File: config.mk
export PLATFORM = sky130hd
export DESIGN_NAME = load_buffer_flat
export DESIGN_NICKNAME = d
export VERILOG_FILES = /design/src/rtl/load_buffer_pkg.sv /design/src/rtl/load_buffer_if.sv /design/src/rtl/load_buffer_extend.sv /design/src/rtl/load_buffer.sv /design/src/flat_wrapper.sv
export SDC_FILE = /design/constraint.sdc
export NUM_CORES = 1
export LEC_CHECK = 0
export BUFFER_PORTS_ARGS = -buffer_cell sky130_fd_sc_hd__buf_2
export CORE_UTILIZATION = 59
export DETAILED_ROUTE_END_ITERATION = 7
export MAX_ROUTING_LAYER = met4
export PLACE_DENSITY = 0.76
export REMOVE_ABC_BUFFERS = 1
export SLEW_MARGIN = 15
export SYNTH_ARGS = -nofsm -noshare
export SYNTH_HDL_FRONTEND = slang
export SYNTH_HIERARCHICAL = 1
export SYNTH_SLANG_ARGS = --single-unit
File: constraint.sdc
create_clock -name clk_in -period 6.8 [get_ports clk_in]
set_clock_uncertainty 0.2 [all_clocks]
set_input_delay 0.68 -clock clk_in [delete_from_list [all_inputs] [get_ports clk_in]]
set_output_delay 0.68 -clock clk_in [all_outputs]
set_load 0.01 [all_outputs]
File: src/rtl/load_buffer_pkg.sv
// Shared types, instruction codes and helpers for the load buffer.
package load_buffer_pkg;
    localparam int ROB_W  = 4;
    localparam int TYPE_W = 6;

    localparam logic ENABLE  = 1'b1;
    localparam logic DISABLE = 1'b0;
    localparam logic [ROB_W-1:0] NULL_TAG = '0;

    localparam logic [TYPE_W-1:0] LB  = 6'd1;
    localparam logic [TYPE_W-1:0] LH  = 6'd2;
    localparam logic [TYPE_W-1:0] LW  = 6'd3;
    localparam logic [TYPE_W-1:0] LBU = 6'd4;
    localparam logic [TYPE_W-1:0] LHU = 6'd5;
    localparam logic [TYPE_W-1:0] SB  = 6'd6;
    localparam logic [TYPE_W-1:0] SH  = 6'd7;
    localparam logic [TYPE_W-1:0] SW  = 6'd8;

    localparam logic [1:0] MEM_BYTE = 2'd0;
    localparam logic [1:0] MEM_HALF = 2'd1;
    localparam logic [1:0] MEM_WORD = 2'd2;

    typedef enum logic [1:0] {
        ST_IDLE  = 2'd0,
        ST_WAIT  = 2'd1,
        ST_DRAIN = 2'd2
    } lb_state_t;

    typedef struct packed {
        logic [31:0]       addr;
        logic [ROB_W-1:0]  dest;
        logic [TYPE_W-1:0] itype;
    } load_entry_t;

    function automatic logic is_load(input logic [TYPE_W-1:0] t);
        return (t == LB) || (t == LH) || (t == LW) || (t == LBU) || (t == LHU);
    endfunction

    function automatic logic is_store(input logic [TYPE_W-1:0] t);
        return (t == SB) || (t == SH) || (t == SW);
    endfunction

    function automatic logic [1:0] mem_size(input logic [TYPE_W-1:0] t);
        if (t == LB || t == LBU) return MEM_BYTE;
        if (t == LH || t == LHU) return MEM_HALF;
        return MEM_WORD;
    endfunction
endpackage

File: src/rtl/load_buffer_if.sv
// Issue, ROB, memory and CDB signals of the load buffer; slave = load buffer side.
interface load_buffer_if;
    import load_buffer_pkg::*;

    logic              rdy_in;
    logic              rob_flush_in;
    logic              lbuffer_rdy_out;
    logic              addressUnit_en_in;
    logic [31:0]       addressUnit_A_in;
    logic [31:0]       addressUnit_vj_in;
    logic [ROB_W-1:0]  addressUnit_dest_in;
    logic [TYPE_W-1:0] addressUnit_inst_type_in;
    logic              rob_store_pending_in;
    logic              rob_en_out;
    logic [ROB_W-1:0]  rob_dest_out;
    logic [31:0]       rob_addr_out;
    logic              mem_en_out;
    logic [31:0]       mem_addr_out;
    logic [1:0]        mem_size_out;
    logic              mem_done_in;
    logic [31:0]       mem_data_in;
    logic              cdb_en_out;
    logic [ROB_W-1:0]  cdb_dest_out;
    logic [31:0]       cdb_value_out;

    modport slave (
        input  rdy_in, rob_flush_in, addressUnit_en_in, addressUnit_A_in,
               addressUnit_vj_in, addressUnit_dest_in, addressUnit_inst_type_in,
               rob_store_pending_in, mem_done_in, mem_data_in,
        output lbuffer_rdy_out, rob_en_out, rob_dest_out, rob_addr_out,
               mem_en_out, mem_addr_out, mem_size_out,
               cdb_en_out, cdb_dest_out, cdb_value_out
    );

    modport master (
        output rdy_in, rob_flush_in, addressUnit_en_in, addressUnit_A_in,
               addressUnit_vj_in, addressUnit_dest_in, addressUnit_inst_type_in,
               rob_store_pending_in, mem_done_in, mem_data_in,
        input  lbuffer_rdy_out, rob_en_out, rob_dest_out, rob_addr_out,
               mem_en_out, mem_addr_out, mem_size_out,
               cdb_en_out, cdb_dest_out, cdb_value_out
    );
endinterface

File: src/rtl/load_buffer_extend.sv
// load_extend: sign/zero extension of LSB-aligned read data by load type.
module load_extend
    import load_buffer_pkg::*;
(
    input  logic [TYPE_W-1:0] inst_type,
    input  logic [31:0]       data,
    output logic [31:0]       value
);
    always_comb begin
        value = data;
        case (inst_type)
            LB:      value = {{24{data[7]}}, data[7:0]};
            LBU:     value = {24'd0, data[7:0]};
            LH:      value = {{16{data[15]}}, data[15:0]};
            LHU:     value = {16'd0, data[15:0]};
            default: value = data;
        endcase
    end
endmodule

File: src/rtl/load_buffer.sv
// Load buffer: address generation, load queue, memory read FSM and CDB broadcast.
// Optional LBUFFER_BYPASS_EN lets a load hit an idle, empty buffer skip the queue.
module load_buffer
    import load_buffer_pkg::*;
#(
    parameter int DEPTH = 8
) (
    input  logic          clk_in,
    input  logic          rst_in,
    load_buffer_if.slave  lb
);
    localparam int PTR_W = $clog2(DEPTH);
    localparam int CNT_W = PTR_W + 1;

    lb_state_t         state_reg, state_next;
    logic [PTR_W-1:0]  head_reg, head_next, tail_reg, tail_next;
    logic [CNT_W-1:0]  count_reg, count_next;
    load_entry_t       queue_mem [DEPTH];
    logic [ROB_W-1:0]  inflight_dest_reg, inflight_dest_next;
    logic [TYPE_W-1:0] inflight_type_reg, inflight_type_next;
    logic              inflight_queued_reg, inflight_queued_next;

    logic              lbuffer_rdy_reg, lbuffer_rdy_next;
    logic              rob_en_reg, rob_en_next;
    logic [ROB_W-1:0]  rob_dest_reg, rob_dest_next;
    logic [31:0]       rob_addr_reg, rob_addr_next;
    logic              mem_en_reg, mem_en_next;
    logic [31:0]       mem_addr_reg, mem_addr_next;
    logic [1:0]        mem_size_reg, mem_size_next;
    logic              cdb_en_reg, cdb_en_next;
    logic [ROB_W-1:0]  cdb_dest_reg, cdb_dest_next;
    logic [31:0]       cdb_value_reg, cdb_value_next;

    logic [31:0]       issue_addr;
    logic              issue_load, issue_store, push, pop, bypass_taken;
    load_entry_t       head_entry, new_entry;
    logic [31:0]       ext_value;

    assign issue_addr  = lb.addressUnit_vj_in + lb.addressUnit_A_in;
    assign issue_load  = lb.addressUnit_en_in && is_load(lb.addressUnit_inst_type_in);
    assign issue_store = lb.addressUnit_en_in && is_store(lb.addressUnit_inst_type_in);
    assign new_entry   = '{addr: issue_addr, dest: lb.addressUnit_dest_in,
                           itype: lb.addressUnit_inst_type_in};
    // Head is read combinationally so a queued load can request on the very next edge.
    assign head_entry  = queue_mem[head_reg];

    load_extend u_extend (
        .inst_type (inflight_type_reg),
        .data      (lb.mem_data_in),
        .value     (ext_value)
    );

    always_comb begin
        state_next           = state_reg;
        head_next            = head_reg;
        tail_next            = tail_reg;
        count_next           = count_reg;
        inflight_dest_next   = inflight_dest_reg;
        inflight_type_next   = inflight_type_reg;
        inflight_queued_next = inflight_queued_reg;
        rob_en_next          = DISABLE;
        rob_dest_next        = rob_dest_reg;
        rob_addr_next        = rob_addr_reg;
        mem_en_next          = mem_en_reg;
        mem_addr_next        = mem_addr_reg;
        mem_size_next        = mem_size_reg;
        cdb_en_next          = DISABLE;
        cdb_dest_next        = cdb_dest_reg;
        cdb_value_next       = cdb_value_reg;
        push                 = 1'b0;
        pop                  = 1'b0;
        bypass_taken         = 1'b0;

        if (lb.rob_flush_in) begin
            head_next   = '0;
            tail_next   = '0;
            count_next  = '0;
            mem_en_next = DISABLE;
            // An outstanding read still owes us a done strobe; swallow it in DRAIN.
            if (state_reg == ST_WAIT) state_next = ST_DRAIN;
        end else begin
            if (issue_store) begin
                rob_en_next   = ENABLE;
                rob_dest_next = lb.addressUnit_dest_in;
                rob_addr_next = issue_addr;
            end

            case (state_reg)
                ST_IDLE: begin
`ifdef LBUFFER_BYPASS_EN
                    if (issue_load && count_reg == '0 && !lb.rob_store_pending_in) begin
                        bypass_taken         = 1'b1;
                        mem_en_next          = ENABLE;
                        mem_addr_next        = issue_addr;
                        mem_size_next        = mem_size(lb.addressUnit_inst_type_in);
                        inflight_dest_next   = lb.addressUnit_dest_in;
                        inflight_type_next   = lb.addressUnit_inst_type_in;
                        inflight_queued_next = 1'b0;
                        state_next           = ST_WAIT;
                    end
`endif
                    if (!bypass_taken && count_reg != '0 && !lb.rob_store_pending_in) begin
                        mem_en_next          = ENABLE;
                        mem_addr_next        = head_entry.addr;
                        mem_size_next        = mem_size(head_entry.itype);
                        inflight_dest_next   = head_entry.dest;
                        inflight_type_next   = head_entry.itype;
                        inflight_queued_next = 1'b1;
                        state_next           = ST_WAIT;
                    end
                end
                ST_WAIT: begin
                    if (lb.mem_done_in) begin
                        mem_en_next    = DISABLE;
                        cdb_en_next    = ENABLE;
                        cdb_dest_next  = inflight_dest_reg;
                        cdb_value_next = ext_value;
                        pop            = inflight_queued_reg;
                        state_next     = ST_IDLE;
                    end
                end
                ST_DRAIN: begin
                    mem_en_next = DISABLE;
                    if (lb.mem_done_in) state_next = ST_IDLE;
                end
                default: state_next = ST_IDLE;
            endcase

            push = issue_load && !bypass_taken && (count_reg != CNT_W'(DEPTH));
            if (push) tail_next = tail_reg + PTR_W'(1);
            if (pop)  head_next = head_reg + PTR_W'(1);
            if (push && !pop)      count_next = count_reg + CNT_W'(1);
            else if (pop && !push) count_next = count_reg - CNT_W'(1);
        end

        lbuffer_rdy_next = (CNT_W'(DEPTH) - count_next) >= CNT_W'(2);
    end

    always_ff @(posedge clk_in) begin
        if (lb.rdy_in && push) queue_mem[tail_reg] <= new_entry;
    end

    always_ff @(posedge clk_in) begin
        if (rst_in) begin
            state_reg           <= ST_IDLE;
            head_reg            <= '0;
            tail_reg            <= '0;
            count_reg           <= '0;
            inflight_dest_reg   <= NULL_TAG;
            inflight_type_reg   <= '0;
            inflight_queued_reg <= 1'b0;
            lbuffer_rdy_reg     <= DISABLE;
            rob_en_reg          <= DISABLE;
            rob_dest_reg        <= NULL_TAG;
            rob_addr_reg        <= '0;
            mem_en_reg          <= DISABLE;
            mem_addr_reg        <= '0;
            mem_size_reg        <= '0;
            cdb_en_reg          <= DISABLE;
            cdb_dest_reg        <= NULL_TAG;
            cdb_value_reg       <= '0;
        end else if (lb.rdy_in) begin
            state_reg           <= state_next;
            head_reg            <= head_next;
            tail_reg            <= tail_next;
            count_reg           <= count_next;
            inflight_dest_reg   <= inflight_dest_next;
            inflight_type_reg   <= inflight_type_next;
            inflight_queued_reg <= inflight_queued_next;
            lbuffer_rdy_reg     <= lbuffer_rdy_next;
            rob_en_reg          <= rob_en_next;
            rob_dest_reg        <= rob_dest_next;
            rob_addr_reg        <= rob_addr_next;
            mem_en_reg          <= mem_en_next;
            mem_addr_reg        <= mem_addr_next;
            mem_size_reg        <= mem_size_next;
            cdb_en_reg          <= cdb_en_next;
            cdb_dest_reg        <= cdb_dest_next;
            cdb_value_reg       <= cdb_value_next;
        end
    end

    assign lb.lbuffer_rdy_out = lbuffer_rdy_reg;
    assign lb.rob_en_out      = rob_en_reg;
    assign lb.rob_dest_out    = rob_dest_reg;
    assign lb.rob_addr_out    = rob_addr_reg;
    assign lb.mem_en_out      = mem_en_reg;
    assign lb.mem_addr_out    = mem_addr_reg;
    assign lb.mem_size_out    = mem_size_reg;
    assign lb.cdb_en_out      = cdb_en_reg;
    assign lb.cdb_dest_out    = cdb_dest_reg;
    assign lb.cdb_value_out   = cdb_value_reg;
endmodule

File: src/flat_wrapper.sv
// flat-port wrapper written by rule: the top's interface ports become plain ports
module load_buffer_flat import load_buffer_pkg::*;
#(
    parameter int DEPTH = 8
)
  (clk_in, rst_in, lb_rdy_in, lb_rob_flush_in, lb_addressUnit_en_in, lb_addressUnit_A_in, lb_addressUnit_vj_in, lb_addressUnit_dest_in, lb_addressUnit_inst_type_in, lb_rob_store_pending_in, lb_mem_done_in, lb_mem_data_in, lb_lbuffer_rdy_out, lb_rob_en_out, lb_rob_dest_out, lb_rob_addr_out, lb_mem_en_out, lb_mem_addr_out, lb_mem_size_out, lb_cdb_en_out, lb_cdb_dest_out, lb_cdb_value_out);
  load_buffer_if lb_i ();
  input  logic clk_in;
  input  logic rst_in;
  input wire logic [$bits(lb_i.rdy_in)-1:0] lb_rdy_in;
  input wire logic [$bits(lb_i.rob_flush_in)-1:0] lb_rob_flush_in;
  input wire logic [$bits(lb_i.addressUnit_en_in)-1:0] lb_addressUnit_en_in;
  input wire logic [$bits(lb_i.addressUnit_A_in)-1:0] lb_addressUnit_A_in;
  input wire logic [$bits(lb_i.addressUnit_vj_in)-1:0] lb_addressUnit_vj_in;
  input wire logic [$bits(lb_i.addressUnit_dest_in)-1:0] lb_addressUnit_dest_in;
  input wire logic [$bits(lb_i.addressUnit_inst_type_in)-1:0] lb_addressUnit_inst_type_in;
  input wire logic [$bits(lb_i.rob_store_pending_in)-1:0] lb_rob_store_pending_in;
  input wire logic [$bits(lb_i.mem_done_in)-1:0] lb_mem_done_in;
  input wire logic [$bits(lb_i.mem_data_in)-1:0] lb_mem_data_in;
  output wire logic [$bits(lb_i.lbuffer_rdy_out)-1:0] lb_lbuffer_rdy_out;
  output wire logic [$bits(lb_i.rob_en_out)-1:0] lb_rob_en_out;
  output wire logic [$bits(lb_i.rob_dest_out)-1:0] lb_rob_dest_out;
  output wire logic [$bits(lb_i.rob_addr_out)-1:0] lb_rob_addr_out;
  output wire logic [$bits(lb_i.mem_en_out)-1:0] lb_mem_en_out;
  output wire logic [$bits(lb_i.mem_addr_out)-1:0] lb_mem_addr_out;
  output wire logic [$bits(lb_i.mem_size_out)-1:0] lb_mem_size_out;
  output wire logic [$bits(lb_i.cdb_en_out)-1:0] lb_cdb_en_out;
  output wire logic [$bits(lb_i.cdb_dest_out)-1:0] lb_cdb_dest_out;
  output wire logic [$bits(lb_i.cdb_value_out)-1:0] lb_cdb_value_out;
  assign lb_i.rdy_in = lb_rdy_in;
  assign lb_i.rob_flush_in = lb_rob_flush_in;
  assign lb_i.addressUnit_en_in = lb_addressUnit_en_in;
  assign lb_i.addressUnit_A_in = lb_addressUnit_A_in;
  assign lb_i.addressUnit_vj_in = lb_addressUnit_vj_in;
  assign lb_i.addressUnit_dest_in = lb_addressUnit_dest_in;
  assign lb_i.addressUnit_inst_type_in = lb_addressUnit_inst_type_in;
  assign lb_i.rob_store_pending_in = lb_rob_store_pending_in;
  assign lb_i.mem_done_in = lb_mem_done_in;
  assign lb_i.mem_data_in = lb_mem_data_in;
  assign lb_lbuffer_rdy_out = lb_i.lbuffer_rdy_out;
  assign lb_rob_en_out = lb_i.rob_en_out;
  assign lb_rob_dest_out = lb_i.rob_dest_out;
  assign lb_rob_addr_out = lb_i.rob_addr_out;
  assign lb_mem_en_out = lb_i.mem_en_out;
  assign lb_mem_addr_out = lb_i.mem_addr_out;
  assign lb_mem_size_out = lb_i.mem_size_out;
  assign lb_cdb_en_out = lb_i.cdb_en_out;
  assign lb_cdb_dest_out = lb_i.cdb_dest_out;
  assign lb_cdb_value_out = lb_i.cdb_value_out;
  load_buffer #(.DEPTH(DEPTH)) u_core (.clk_in(clk_in), .rst_in(rst_in), .lb(lb_i));
endmodule
==> results of run 1 <==
-- logic make-up (layout without fill, tap and decap cells) --
logic type / after synthesis / count (layout) / share of synthesized area, %
AO/OA/AOI/OAI: 277 / 277 / 9.61
XOR/XNOR: 28 / 28 / 1.24
adder cells (fa/ha/maj): 41 / 41 / 2.62
buffers and inverters: 102 / 348 / 2.21
flip-flops: 472 / 472 / 64.5
multiplexers: 129 / 129 / 11.8
other: 0 / 1 / 0
AND/OR/NAND/NOR: 349 / 349 / 7.96
-- worst max-delay path, delay by kind of cell, from the launching register on --
| family | cells | cell delay [ps] |
|---|---|---|
| and+or+nand+nor | 4 | 1740 |
| buffers and inverters | 2 | 520 |
| DFF | 1 | 450 |
| AOI/OAI and AO/OA | 1 | 390 |
| adders and majority gates | 1 | 210 |
-- stage by stage --
step / utilization [%] / power, mW / setup WS [ps] / hold slack, ps
2_1_floorplan: - / 3.44 / 1390 / 226
3_3_place_gp: 65.2 / 3.57 / 2810 / 237
3_5_place_dp: 65.2 / 3.58 / 2650 / 243
4_1_cts: 69.8 / 6.07 / 2950 / 142
5_1_grt: 69.8 / 6.22 / 2830 / 157
6_report: 69.8 / 6.04 / 2940 / 160
-- metal layers --
metal / vias to the layer above / GRT usage [%] / share of wire, % / routed length, µm
met5: - / - / 0 / 0
met4: 0 / 8.79 / 2.4 / 1060
met3: 73 / 3.83 / 7.6 / 3390
met2: 534 / 43.8 / 49 / 21800
met1: 6259 / 36.0 / 42 / 18600
li1: 5781 / - / - / -
-- how the worst min path moves through the flow --
stage,from,end,slack (ps),cells after the start
after CTS,lb_mem_data_in[1],u_core/lb.cdb_value_out[1],140,3
after floorplan,u_core/inflight_dest_reg[0],u_core/lb.cdb_dest_out[0],230,2
final,lb_mem_data_in[5],u_core/lb.cdb_value_out[5],160,3
after detailed placement,u_core/lb.cdb_value_out[7],u_core/lb.cdb_value_out[7],240,2
after global routing,lb_mem_data_in[5],u_core/lb.cdb_value_out[5],160,3
after global placement,u_core/inflight_dest_reg[3],u_core/lb.cdb_dest_out[3],240,2
-- cell type report --
class                   count  share of cell area [%]
well taps                 442                    2.42
flip-flops and latches    472                    56.1
multi-input cells         824                    29.2
diodes                      1                  0.0109
inverters                  19                   0.312
repair buffers            239                    5.43
clock inverters            16                   0.514
clock buffers              74                    6.08
-- cell usage in the layout, fill, tap and decap left out, types with 20 or more instances in the layout --
| master | netlist | routed |
|---|---|---|
| a211oi_1 | 48 | 48 |
| a21oi_1 | 97 | 97 |
| and3_1 | 21 | 20 |
| buf_2 | 15 | 221 |
| clkbuf_16 | 0 | 50 |
| dfxtp_1 | 136 | 133 |
| edfxtp_1 | 336 | 336 |
| ha_1 | 40 | 40 |
| mux2i_1 | 43 | 43 |
| mux4_2 | 84 | 84 |
| nand2_1 | 150 | 150 |
| nand3_1 | 21 | 21 |
| nor2_1 | 90 | 83 |
| o21ai_0 | 26 | 26 |
-- power by group through the flow --
| stage | registers (mW) | clock network, mW | logic, mW |
|---|---|---|---|
| floorplan | 3.23 | 0 | 0.211 |
| detailed placement | 3.22 | 0 | 0.358 |
| finish | 3.16 | 2.51 | 0.366 |
| CTS | 3.16 | 2.55 | 0.361 |
| global placement | 3.22 | 0 | 0.346 |
| global route | 3.16 | 2.65 | 0.401 |
==> metrics.txt, run 1 <==
fmax 259 MHz; sw power 1.32 mW; Synth Area per Inst 14.2 µm²; first-pass GRT wire length 67.7 mm; Layout Nets 1758; switching part of the total 21.8%; starting density of the core 60.6%; Internal Power 4.73 mW; drt total wl 44.9 mm; main area contributors after synthesis edfxtp_1 51%, dfxtp_1 14%, mux4_2 9.5%; Top reg by flops u_core/queue_mem; peak supply drop 177 µV; port bufs 222; final period utilization 56.7%; site row count 66; max_cap viols 0; Die Area 0.0344 mm²; crit-path max cell delay 810 ps; warnings from Yosys 6; layout cell share with drive strength beyond 1 26.9%; initial antenna violation count 1; Die W 185 µm; post-synth top area cell edfxtp_1; CTS tree done; FF-to-FF Start u_core/count_reg[1]; core area 0.0328 mm²; CP required 6830 ps; fillcell total 2185; worst path arrival time 3880 ps; vias in the first global route 12200; DP Cell Count 1996; combinational power share 6.1%; Critical path origin u_core/count_reg[1]; Async SR Flop Fraction 0%; post-synth top area share 50.8%; Non-Filler Instances 2087; RR Endpoint u_core/queue_mem[4][13]; mapped cell area 0.0199 mm²; slowest library cell on the worst path nor2_4; final setup TNS 0 ps; clock slew at reported path FFs 60 ps; post-DR vias/cell 6.06; gp weighted congestion 0.882; kind of critical path flip-flop to flip-flop; Tmin final 3860 ps; Remaining DRCs 0; I/O pins 223; status completed; sequential power share 52.4%; Hold Crit Class input port to flip-flop; cts hold-fix bufs 0; crit path cell chain inv_1 > ha_1 > and3b_4 > a2111oi_4 > nand2_2 > or3_2 > nor2_4 > buf_4; clk sinks 472; All-Layer GR Usage 27.2%; crit end category flip-flop; Worst R2R Path Depth 8; Crit Path Max Fanout 25; Largest register FFs 336; EDFF count, synth 336; Worst-Skew Late Latency 560 ps; clock share of power 41.6%; Final Hold Fails 0; Max clock buf depth 3; gr ovfl total 0; Final ANT Viol Nets 0; drt wl/cell 21.5 µm; leakage power 8.02 nW; H-tree levels 2; TritonCTS buffer count 48; area of the multi-input gates 0.00667 mm²; Setup crit end u_core/queue_mem[4][13]; vias post-DR 12600; largest net degree at the start of global routing 78; Slew @ Worst Pin 1150 ps; setup violators final 0; drt initial violations 1059; number of gates resized after CTS 0; dpl cell area 0.0214 mm²; most frequent cells after synthesis 336 x edfxtp_1, 150 x nand2_1, 136 x dfxtp_1; crit path launch type flip-flop; Post-Syn Instances 1398; Slew Viols, Final 0; drt pass-1 iters 5; Die H 185 µm; RSZ-0062 raised after global routing false; ys flop type edfxtp_1; area grow syn2layout 15.2%; pwr dens 264 mW/mm²; register area 0.0128 mm²; relative slew slack 23.6%; final instance area 0.0229 mm²; Distinct cells, synth 79; reg2reg setup slack 2940 ps; postcts setup bufs 0; clock root buffer clkbuf_16; top-count cell post-synth edfxtp_1; Synth Register Bits 472; sequential element share of the synthesized area 64.5%; DP HPWL 27.1 mm
No activity file was read; power rests on OpenSTA's default activity.
==> run 2: changes to the inputs <==
==> constraint.sdc (replaced) <==
create_clock -name clk_in -period 3.9 [get_ports clk_in]
set_clock_uncertainty 0.2 [all_clocks]
set_input_delay 0.39 -clock clk_in [delete_from_list [all_inputs] [get_ports clk_in]]
set_output_delay 0.39 -clock clk_in [all_outputs]
set_load 0.01 [all_outputs]
==> metrics.txt, run 2 (synthesis results as in run 1) <==
leakage power 8.27 nW; gr ovfl total 0; area grow syn2layout 18.1%; max_cap viols 0; crit path launch type flip-flop; Slew Viols, Final 0; Largest register FFs 336; Layout Nets 1800; fmax 306 MHz; starting density of the core 60.6%; pwr dens 461 mW/mm²; Top reg by flops u_core/queue_mem; drt initial violations 968; Slew @ Worst Pin 831 ps; Tmin final 3270 ps; CTS tree done; Pwr Total 10.8 mW; sequential power share 51.0%; final design utilization 71.5%; drt wl/cell 21.7 µm; Die Area 0.0344 mm²; H-tree levels 2; Die H 185 µm; sw power 2.31 mW; post-DR vias/cell 6.08; final worst-path setup slack 632 ps; kind of critical path flip-flop to flip-flop; first-pass GRT wire length 70.0 mm; RSZ-0062 raised after global routing false; status completed; site row count 66; Internal Power 8.51 mW; crit end category flip-flop; TritonCTS buffer count 48; Setup Slack @ Placement 234 ps; Final ANT Viol Nets 0; Crit Path Max Fanout 33; Worst-Skew Late Latency 550 ps; DP HPWL 27.9 mm; Die W 185 µm; port bufs 222; core area 0.0328 mm²; vias post-DR 12900; most frequent cells in the layout 336 x edfxtp_1, 221 x buf_2, 150 x nand2_1; hold_ws 16.7 ps; commonest non-fill, non-tap cell in the layout edfxtp_1; initial antenna violation count 1; clk sinks 472; CP required 3910 ps; Remaining DRCs 0; All-Layer GR Usage 27.9%; combinational power share 6.1%; Final Hold Fails 0; final period utilization 83.8%; largest net degree at the start of global routing 60; drt total wl 46.2 mm; worst path arrival time 3280 ps; setup violators final 0; switching part of the total 21.3%; peak supply drop 306 µV; layout cell share with drive strength beyond 1 27.5%; Hold Crit Class input port to flip-flop; I/O pins 223; gp weighted congestion 0.896; vias in the first global route 12700; clock root buffer clkbuf_16; clock slew at reported path FFs 60 ps; clock share of power 42.9%; fillcell total 2113; drt pass-1 iters 5; Max clock buf depth 3; relative slew slack 44.6%
==> run 2: cell count changes in the layout (fill, tap and decap cells not counted), sizes merged <==
cell,delta
inv,-1
diode,+1
clkbuf,-9
buf,+15
clkinv,+3
bufinv,+4
dlygate4sd3,+27
clkinvlp,+2
==> run 2: final cells by class <==
cell class	instances	area (µm²)	area share [%]
Sequential cell	472	12800	54.7
Multi-Input combinational cell	824	6670	28.5
Timing Repair Buffer	281	1700	7.25
Clock buffer	65	1360	5.78
Tap cell	442	553	2.36
Clock inverter	24	265	1.13
Inverter	19	71.3	0.304
Antenna cell	2	5.00	0.0213
==> run 2: power by group through the flow <==
stage	clock network, mW	logic [mW]	registers [mW]
6_report	4.64	0.662	5.51
5_1_grt	4.88	0.726	5.51
4_1_cts	4.70	0.654	5.51
3_5_place_dp	0	0.627	5.62
3_3_place_gp	0	0.602	5.62
2_1_floorplan	0	0.368	5.62
==> run 2: stage by stage <==
step / TNS, ps / cell area, µm² / cells
final: 0 / 23400 / 2129
after global routing: 0 / 23400 / 2128
after CTS: 0 / 23400 / 2127
after detailed placement: 0 / 21500 / 2011
after global placement: 0 / 21500 / 2011
after floorplan: -212790 / 19500 / 1315
==> run 2: critical path, cell delays in order, from the launching register on <==
cell and delay [ps]:
dfxtp_1 410, inv_1 100, ha_1 240, and3b_4 200, a2111oi_4 390, nand2_2 150, nor2_1 170, nand2_1 250
nor2_4 490, buf_12 330
==> run 2: layer usage <==
metal	up-vias	wire length (µm)	global-route usage, %	share of wire [%]
met5	-	0	-	0
met4	0	1070	8.43	2.3
met3	85	3560	3.79	7.7
met2	624	22600	45.7	49
met1	6388	18900	36.6	41
li1	5851	-	-	-
==> run 2: what timing repair did <==
action	CTS	global route
hold buffers	27	0
buffers inserted	0	0
gates resized for setup	0	0
hold endpoints to repair	80	0
==> run 2: path summary, 6_finish.rpt <==
path,start,end,slack [ps],cells after the start
worst min register to register,u_core/inflight_dest_reg[0],u_core/lb.cdb_dest_out[0],250,2
worst max-delay path,u_core/count_reg[0],u_core/queue_mem[7][0],630,9
worst max register to register,u_core/count_reg[0],u_core/queue_mem[7][0],630,9
worst min-delay path,lb_mem_data_in[28],u_core/lb.cdb_value_out[28],20,4
